==> src/rtl/hazard_stall_ctrl_pkg.sv <==
// Shared RV32I opcode constants and instruction field helpers for the hazard controller.
package hazard_stall_ctrl_pkg;

    localparam logic [6:0] OpcLoad   = 7'b0000011;
    localparam logic [6:0] OpcStore  = 7'b0100011;
    localparam logic [6:0] OpcBranch = 7'b1100011;
    localparam logic [6:0] OpcAr     = 7'b0110011;
    localparam logic [6:0] OpcLui    = 7'b0110111;
    localparam logic [6:0] OpcAuipc  = 7'b0010111;
    localparam logic [6:0] OpcJal    = 7'b1101111;

    function automatic logic [6:0] inst_op(input logic [31:0] inst);
        return inst[6:0];
    endfunction

    function automatic logic [4:0] inst_rd(input logic [31:0] inst);
        return inst[11:7];
    endfunction

    function automatic logic [4:0] inst_rs1(input logic [31:0] inst);
        return inst[19:15];
    endfunction

    function automatic logic [4:0] inst_rs2(input logic [31:0] inst);
        return inst[24:20];
    endfunction

endpackage

==> src/rtl/hazard_rs_decode.sv <==
// Combinational D-stage source-register decode: which of rs1/rs2 the instruction really reads.
module hazard_rs_decode
    import hazard_stall_ctrl_pkg::*;
(
    input  logic [31:0] inst,
    output logic        use_rs1,
    output logic        use_rs2,
    output logic [4:0]  rs1,
    output logic [4:0]  rs2
);

    logic [6:0] op;

    assign op  = inst_op(inst);
    assign rs1 = inst_rs1(inst);
    assign rs2 = inst_rs2(inst);

    // A bubble (all zeros) reads nothing; U-type and JAL carry immediate bits in the rs fields.
    assign use_rs1 = !((inst == 32'd0) || (op == OpcLui) || (op == OpcAuipc) || (op == OpcJal));
    assign use_rs2 = (op == OpcBranch) || (op == OpcStore) || (op == OpcAr);

endmodule

==> src/rtl/hazard_stall_ctrl.sv <==
// Pipeline hazard controller: load-use bubbles, branch flushes and data-memory wait holds.
// Optional performance counters are built when HAZARD_PERF_CNT_EN is defined.
module hazard_stall_ctrl
    import hazard_stall_ctrl_pkg::*;
#(
    parameter int unsigned FLUSH_CYCLES = 1,
    parameter int unsigned CNT_W        = 32
) (
    input  logic             clk,
    input  logic             rst,
    input  logic [31:0]      inst_D,
    input  logic [31:0]      inst_E,
    input  logic             branch_taken,
    input  logic             mem_busy,
    output logic             pc_stall,
    output logic             D_stall,
    output logic             E_stop,
    output logic             E_hold,
    output logic             M_stall,
    output logic             jump_reset,
    output logic [CNT_W-1:0] stall_cnt,
    output logic [CNT_W-1:0] flush_cnt
);

    typedef enum logic [1:0] {StRun, StFlush, StWait} state_e;

    localparam logic [1:0] FlushInit = 2'(FLUSH_CYCLES);
    localparam bit         HasFlush  = (FLUSH_CYCLES != 0);

    state_e     state_q, state_d;
    logic [1:0] cnt_q, cnt_d;
    logic       pend_q, pend_d;

    logic       use_rs1, use_rs2;
    logic [4:0] rs1, rs2, rd_e;
    logic       load_use;
    logic       hold, lu_stall, accept;
    logic       unused_inst_e;

    hazard_rs_decode u_rs_decode (
        .inst    (inst_D),
        .use_rs1 (use_rs1),
        .use_rs2 (use_rs2),
        .rs1     (rs1),
        .rs2     (rs2)
    );

    assign rd_e          = inst_rd(inst_E);
    assign unused_inst_e = ^inst_E[31:12];
    assign load_use      = (inst_op(inst_E) == OpcLoad) && (rd_e != 5'd0) &&
                           ((use_rs1 && (rs1 == rd_e)) || (use_rs2 && (rs2 == rd_e)));

    always_ff @(posedge clk or negedge rst) begin
        if (!rst) begin
            state_q <= StRun;
            cnt_q   <= 2'd0;
            pend_q  <= 1'b0;
        end else begin
            state_q <= state_d;
            cnt_q   <= cnt_d;
            pend_q  <= pend_d;
        end
    end

    always_comb begin
        state_d = state_q;
        cnt_d   = cnt_q;
        pend_d  = pend_q;
        unique case (state_q)
            StRun: begin
                if (mem_busy) begin
                    state_d = StWait;
                    pend_d  = branch_taken;
                end else if (branch_taken && HasFlush) begin
                    state_d = StFlush;
                    cnt_d   = FlushInit;
                end
            end
            StFlush: begin
                // Counter freezes while memory stalls the pipe.
                if (!mem_busy) begin
                    cnt_d = cnt_q - 2'd1;
                    if (cnt_q <= 2'd1) begin
                        state_d = StRun;
                    end
                end
            end
            StWait: begin
                if (mem_busy) begin
                    if (branch_taken) begin
                        pend_d = 1'b1;
                    end
                end else begin
                    pend_d = 1'b0;
                    if (pend_q && HasFlush) begin
                        state_d = StFlush;
                        cnt_d   = FlushInit;
                    end else begin
                        state_d = StRun;
                    end
                end
            end
            default: state_d = StRun;
        endcase
    end

    always_comb begin
        hold       = 1'b0;
        lu_stall   = 1'b0;
        jump_reset = 1'b0;
        accept     = 1'b0;
        unique case (state_q)
            StRun: begin
                if (mem_busy) begin
                    hold = 1'b1;
                end else if (branch_taken) begin
                    jump_reset = 1'b1;
                    accept     = 1'b1;
                end else begin
                    lu_stall = load_use;
                end
            end
            StFlush: begin
                jump_reset = 1'b1;
                hold       = mem_busy;
            end
            StWait: begin
                if (mem_busy) begin
                    hold = 1'b1;
                end else if (pend_q) begin
                    jump_reset = 1'b1;
                    accept     = 1'b1;
                end else begin
                    lu_stall = load_use;
                end
            end
            default: ;
        endcase
    end

    assign pc_stall = hold | lu_stall;
    assign D_stall  = hold | lu_stall;
    assign E_stop   = lu_stall;
    assign E_hold   = hold;
    assign M_stall  = hold;

`ifdef HAZARD_PERF_CNT_EN
    logic [CNT_W-1:0] stall_cnt_q, flush_cnt_q;

    always_ff @(posedge clk or negedge rst) begin
        if (!rst) begin
            stall_cnt_q <= '0;
            flush_cnt_q <= '0;
        end else begin
            if (pc_stall && !(&stall_cnt_q)) begin
                stall_cnt_q <= stall_cnt_q + CNT_W'(1);
            end
            if (accept && !(&flush_cnt_q)) begin
                flush_cnt_q <= flush_cnt_q + CNT_W'(1);
            end
        end
    end

    assign stall_cnt = stall_cnt_q;
    assign flush_cnt = flush_cnt_q;
`else
    logic unused_accept;
    assign unused_accept = accept;
    assign stall_cnt     = '0;
    assign flush_cnt     = '0;
`endif

endmodule

==> config.mk <==
export PLATFORM = sky130hd
export DESIGN_NAME = hazard_stall_ctrl
export DESIGN_NICKNAME = d
export VERILOG_FILES = /design/src/rtl/hazard_stall_ctrl_pkg.sv /design/src/rtl/hazard_rs_decode.sv /design/src/rtl/hazard_stall_ctrl.sv
export SDC_FILE = /design/constraint.sdc
export NUM_CORES = 1
export LEC_CHECK = 0
export ABC_AREA = 1
export ABC_CLOCK_PERIOD_IN_PS = 1500
export BUFFER_PORTS_ARGS = -buffer_cell sky130_fd_sc_hd__buf_2
export CORE_AREA = 2 2 62 64
export CTS_CLUSTER_DIAMETER = 40
export CTS_CLUSTER_SIZE = 28
export DETAILED_ROUTE_END_ITERATION = 8
export DIE_AREA = 0 0 64 66
export PLACE_DENSITY_LB_ADDON = 0.05
export SLEW_MARGIN = 40
export SYNTH_ARGS = -nofsm -noshare
export SYNTH_HDL_FRONTEND = slang
export SYNTH_SLANG_ARGS = --single-unit
==> constraint.sdc <==
create_clock -name clk -period 1.5 [get_ports clk]
set_input_delay 0.15 -clock clk [delete_from_list [all_inputs] [get_ports clk]]
set_output_delay 0.15 -clock clk [all_outputs]
set_load 0.01 [all_outputs]
==> reports/qor.txt, run 1 <==
status: finished with violations
failing checks: negative setup slack
Final Skew: 0.000680 ns
maximum clock insertion buffer count: 2
clock tree from TritonCTS: built
via/cell ratio: 3.61
worst slack, placed: 0.0569 ns
mapped cell area: 1140 um2
Crit path required time: 1.35 ns
fin crit share: 1.02
r2r worst-path depth: 6
Hold Crit Class: input pin to async pin
Critical Path Fanout Max: 3
CP arrival: 1.38 ns
Post-DP HPWL: 2040 um
worst hold slack: 0.258 ns
wirelength, routed: 2180 um
nature of the critical path startpoint: register
Final Hold Vio Count: 0
Syn Area/Cell: 6.24 um2
initial cell density of the core: 0.322
worst vdd ir: 0.214 mV
worst r2r src: state_q[0]
global-route total usage across every layer: 0.0878
R2R Path End: state_q[0]
Routed Antenna Nets: 0
clock-pin slew on the worst setup and hold paths: 0.04 ns
CTS sink count: 5
Die Width: 64 um
Max Slew Vio Count: 0
CP Class: register to output port
gpl congestion: 0.805
vias in the first global route: 718
NumNets Final: 313
routed len/inst: 7.50 um
Yosys cell types: 21
fin crit period: 1.53 ns
worst reg-to-reg setup slack: 0.25 ns
largest net degree at the start of global routing: 6
# IOs: 138
power per cell area: 679 nW/um2
final worst slack: -0.0325 ns
Die Area: 4220 um2
Max Clk Rate: 653 MHz
Cell Rows: 22
# diodes: 0
IO buf count: 53
first-pass detailed-route iteration total: 4
GR Overflow Total: 0
Residual DRC: 0
CORE AREA: 3550 um2
total chip power: 0.000892 W
Max Cap Viol: 0
Synth Instances: 183
first-pass GRT wire length: 2910 um
synth warn: 0
register area share after synthesis: 0.110
Final Setup Violations: 3
fillcell total: 423
CTS buffer count: 3
Die H: 66 um
Initial DRC Count: 35
CTS HTree Levels: 1
Pleak: 0.826 nW
Worst Setup End Kind: output port
CTS root buffer: clkbuf_4
clk_lat worst skew: 0.23 ns
synthesis-stage register bit count: 5
RSZ-0062 raised after global routing: yes
initial antenna violation count: 0
share of cells above drive strength 1: 0.272
Layout area overhead: 15.0%
Via Count: 1050
==> sequential cells by signal, indices dropped and copies added, names as in the netlist <==
name / flops
cnt_q: 2
state_q: 2
pend_q: 1
==> layout make-up <==
class	count	area (um2)	area share
clock buffer	4	26.3	0.0200
inverter	19	71.3	0.0543
multi-input combinational	156	699	0.532
sequential	5	125	0.0952
tap	48	60.1	0.0457
timing repair buffer	59	332	0.252
==> cell usage in the layout (no fill, tap or decap), drive strengths merged <==
cell type,count
a21oi,1
o311ai,1
nor2,30
o31ai,1
o211a,1
nand4,6
a21boi,1
conb,64
a32oi,1
dlygate4sd3,1
ha,1
buf,58
dfrtp,5
inv,19
xor2,1
nor3,1
nand3,5
a22oi,1
o22ai,1
clkbuf,4
o21ai,2
nand2,33
xnor2,5
==> cell usage after synthesis (all sizes together) <==
master  instances  share of area
o31ai           1         0.0066
nand4           6          0.033
buf            66           0.43
nor3            1         0.0044
o311ai          1         0.0077
dfrtp           5           0.11
ha              1          0.011
a21boi          1         0.0066
xnor2           5          0.038
o211a           1         0.0088
nand2          33           0.11
o22ai           1          0.011
a22oi           1         0.0066
a21oi           1         0.0044
o21ai           2         0.0088
nand3           5          0.022
inv            19          0.062
xor2            1         0.0077
conb            1         0.0033
nor2           30          0.099
a32oi           1         0.0077
==> cell families (layout without fill, tap and decap cells) <==
family                   count (synthesis)  in the layout  share of synthesized area
AO/OA/AOI/OAI                           10             10                     0.0679
buffers and inverters                   85             82                      0.496
adder cells (fa/ha/maj)                  1              1                     0.0110
AND/OR/NAND/NOR                         75             75                      0.266
flip-flops                               5              5                      0.110
other                                    1             64                    0.00328
XOR/XNOR                                 6              6                     0.0460
==> layer usage <==
metal	vias to the layer above	GRT usage	part of all wire
met1	429	0.116	0.43
met5	-	0	0
met2	64	0.132	0.46
li1	557	-	-
met4	0	0.0408	0
met3	0	0.0239	0.11
==> report_power, final <==
part           internal [W]  switching, W
clock network      0.000100     0.0000470
registers          0.000187     0.0000428
logic              0.000226      0.000289
total              0.000513      0.000379
==> how the worst max path moves through the flow <==
stage                    start  endpoint  cells after the start
floorplan           state_q[0]  pc_stall                      7
global placement    state_q[1]   D_stall                      7
detailed placement  state_q[1]   D_stall                      7
CTS                 state_q[0]   D_stall                      7
global route        state_q[0]   D_stall                      7
finish              state_q[0]   D_stall                      7
==> repair_timing <==
item / CTS / global route
hold endpoints to repair: 5 / 0
setup endpoints to repair: 3 / 4
resized for setup: 6 / 1
buffers inserted: 3 / 1
hold buffers: 1 / 0
cloned: 0 / 0
pin swaps: 6 / 4
==> worst max-delay path, stage by stage, from the launching register on <==
cell,delay (ns)
dfrtp_1,0.40
inv_1,0.08
nand2_1,0.06
o22ai_2,0.18
o211a_1,0.18
nand2_2,0.06
nand2_2,0.08
buf_6,0.10
==> metrics by stage <==
stage,TNS (ns),utilization,cell area (um2),cells
2_1_floorplan,0,-,1380,246
3_3_place_gp,0,0.342,1220,282
3_5_place_dp,0,0.342,1220,282
4_1_cts,-0.239,0.366,1300,290
5_1_grt,-0.429,0.370,1310,291
6_report,-0.0693,0.370,1310,291
(Power assumes the default switching activity.)
==> run 2: changes to the inputs <==
--- a/config.mk
+++ b/config.mk
@@ -14,6 +14,7 @@
 export DETAILED_ROUTE_END_ITERATION = 8
 export DIE_AREA = 0 0 64 66
 export PLACE_DENSITY_LB_ADDON = 0.05
+export SKIP_CTS_REPAIR_TIMING = 1
 export SLEW_MARGIN = 40
 export SYNTH_ARGS = -nofsm -noshare
 export SYNTH_HDL_FRONTEND = slang
==> run 2 against run 1 <==
The run still ends with negative setup slack left. Clock skew hardly changed. Global-route usage hardly changed. Design area is 1.7% lower. Combinational power is 7.2% lower. Critical path depth stayed put. Via count hardly changed. Die area stayed put. First-iteration DRC count is 57% higher. Clock-buffer cell count stayed put.
==> reports/qor.txt, run 2 (same netlist as run 1, synthesis figures left out) <==
fillcell total: 424 (+0.24%)
fin crit period: 1.61 ns (+0.0726 ns)
beginning of the critical path: state_q[0]
routed len/inst: 7.53 um (+0.39%)
crit-path leading delay family: flip-flops
Finished Core Util: 0.364 (-0.00634)
via/cell ratio: 3.65 (+1.1%)
CTS root buffer: clkbuf_4
first-pass detailed-route iteration total: 4 (unchanged)
Die H: 66 um (unchanged)
Worst path depth: 7 (unchanged)
met1 Use GR: 0.117 (+0.00103)
clock-pin slew on the worst setup and hold paths: 0.04 ns (about the same)
Die Width: 64 um (unchanged)
final instance area: 1290 um2 (-1.7%)
nature of the critical path startpoint: register
# IOs: 138 (unchanged)
fin crit share: 1.07 (+0.0484)
CTS HTree Levels: 1 (unchanged)
Regs by FF count: cnt_q (2), state_q (2), pend_q (1)
Die Area: 4220 um2 (unchanged)
worst r2r src: state_q[1]
global-route total usage across every layer: 0.0874 (-0.000361)
gpl congestion: 0.805 (unchanged)
maximum clock insertion buffer count: 2 (unchanged)
grt peak-use layer: met2
M2 GR Usage: 0.129 (-0.00260)
largest net degree at the start of global routing: 6 (unchanged)
DP Area: 1220 um2 (unchanged)
Hold Crit Class: input pin to async pin
Worst Setup End Kind: output port
critical path, cell by cell: nor2_2, inv_1, o22ai_2, o211a_1, nand2_2, nand2_2, buf_6
Post-DP HPWL: 2040 um (unchanged)
wirelength, routed: 2170 um (-0.64%)
Routed Antenna Nets: 0 (unchanged)
R2R Path End: state_q[0]
Critical Path Fanout Max: 3 (unchanged)
final worst slack: -0.105 ns (-0.0726 ns)
failing checks: negative setup slack
Residual DRC: 0 (unchanged)
crit path to: D_stall
GR Overflow Total: 0 (unchanged)
Pleak: 0.812 nW (-1.7%)
r2r worst-path depth: 4 (-2)
CP Class: register to output port
Final Setup Violations: 3 (unchanged)
Layout area overhead: 13.0%
power per cell area: 661 nW/um2 (-2.6%)
sequential cell area: 125 um2 (unchanged)
setup_tns: -0.287 ns (-0.218 ns)
M3 GR Usage: 0.0239 (unchanged)
slowest stage delay, CP: 0.40 ns (about the same)
worst reg-to-reg setup slack: 0.33 ns (+0.08 ns)
clock tree from TritonCTS: built
share of cells above drive strength 1: 0.263 (-0.00910)
multi-input gate area in the final layout: 699 um2 (unchanged)
critical path's slowest cell: dfrtp_1
# diodes: 0 (unchanged)
Crit path required time: 1.35 ns (about the same)
NumNets Final: 310 (-0.96%)
initial cell density of the core: 0.322 (unchanged)
IO buf count: 53 (unchanged)
clk_lat worst skew: 0.23 ns (about the same)
Max Clk Rate: 623 MHz (-4.5%)
Max Slew Vio Count: 0 (unchanged)
Bufs and invs on worst path: 2 (unchanged)
Crit path top cell by count: nand2_2
Final Skew: 0.000715 ns (+0.0000350 ns)
most common cell after layout, fill and taps aside: conb_1
Final Hold Vio Count: 0 (unchanged)
CTS buffer count: 3 (unchanged)
CTS sink count: 5 (unchanged)
vias in the first global route: 717 (-0.14%)
initial antenna violation count: 0 (unchanged)
Via Count: 1051 (+0.095%)
RSZ-0062 raised after global routing: yes
CORE AREA: 3550 um2 (unchanged)
CP arrival: 1.46 ns (+0.08 ns)
Cell Rows: 22 (unchanged)
first-pass GRT wire length: 2910 um (unchanged)
Max Cap Viol: 0 (unchanged)
most frequent cells in the layout: conb_1 (64), buf_2 (50), nand2_1 (31), nor2_1 (29), inv_1 (19)
status: finished with violations
Initial DRC Count: 55 (+57%)
worst slack, placed: 0.0569 ns (unchanged)
worst vdd ir: 0.218 mV (+1.8%)
run 2: changes by cell type in the layout (fill, tap and decap cells not counted), sizes merged:
cell | before | now
buf | 58 | 55
run 2: stage by stage:
step,hold slack [ns],cells,total power (W)
3_3_place_gp,-0.0318,282,0.000681
2_1_floorplan,-0.146,246,0.000642
3_5_place_dp,-0.0304,282,0.000676
4_1_cts,-0.283,286,0.000830
6_report,0.258,288,0.000854
5_1_grt,0.254,288,0.000943
run 2: worst min path at each step:
stage / endpoint / depth (start not counted)
floorplan: cnt_q[0] / 0
detailed placement: pend_q / 1
global route: state_q[1] / 2
global placement: pend_q / 1
finish: state_q[1] / 2
CTS: state_q[0] / 1
run 2: report_power, final:
group	total [W]	switching, W	internal (W)
Sequential	0.000229	0.0000424	0.000187
Clock	0.000147	0.0000470	0.000100
Combinational	0.000478	0.000283	0.000195
Total	0.000854	0.000372	0.000482
run 2: worst reg2reg max path, cell delays in order, from the launching register on:
cell and delay (ns):
dfrtp_1 0.40, nor2_2 0.06, buf_4 0.13, a32oi_1 0.22, o311ai_0 0.20
run 2: cell type report:
| cell class | count | area share |
|---|---|---|
| Multi-Input combinational cell | 156 | 0.542 |
| Timing Repair Buffer | 56 | 0.239 |
| Sequential cell | 5 | 0.0969 |
| Inverter | 19 | 0.0552 |
| Tap cell | 48 | 0.0465 |
| Clock buffer | 4 | 0.0203 |
run 2: metal layers:
layer	up-vias	part of all wire
met3	0	0.11
li1	552	-
met1	435	0.43
met4	0	0
met2	64	0.45
met5	-	0
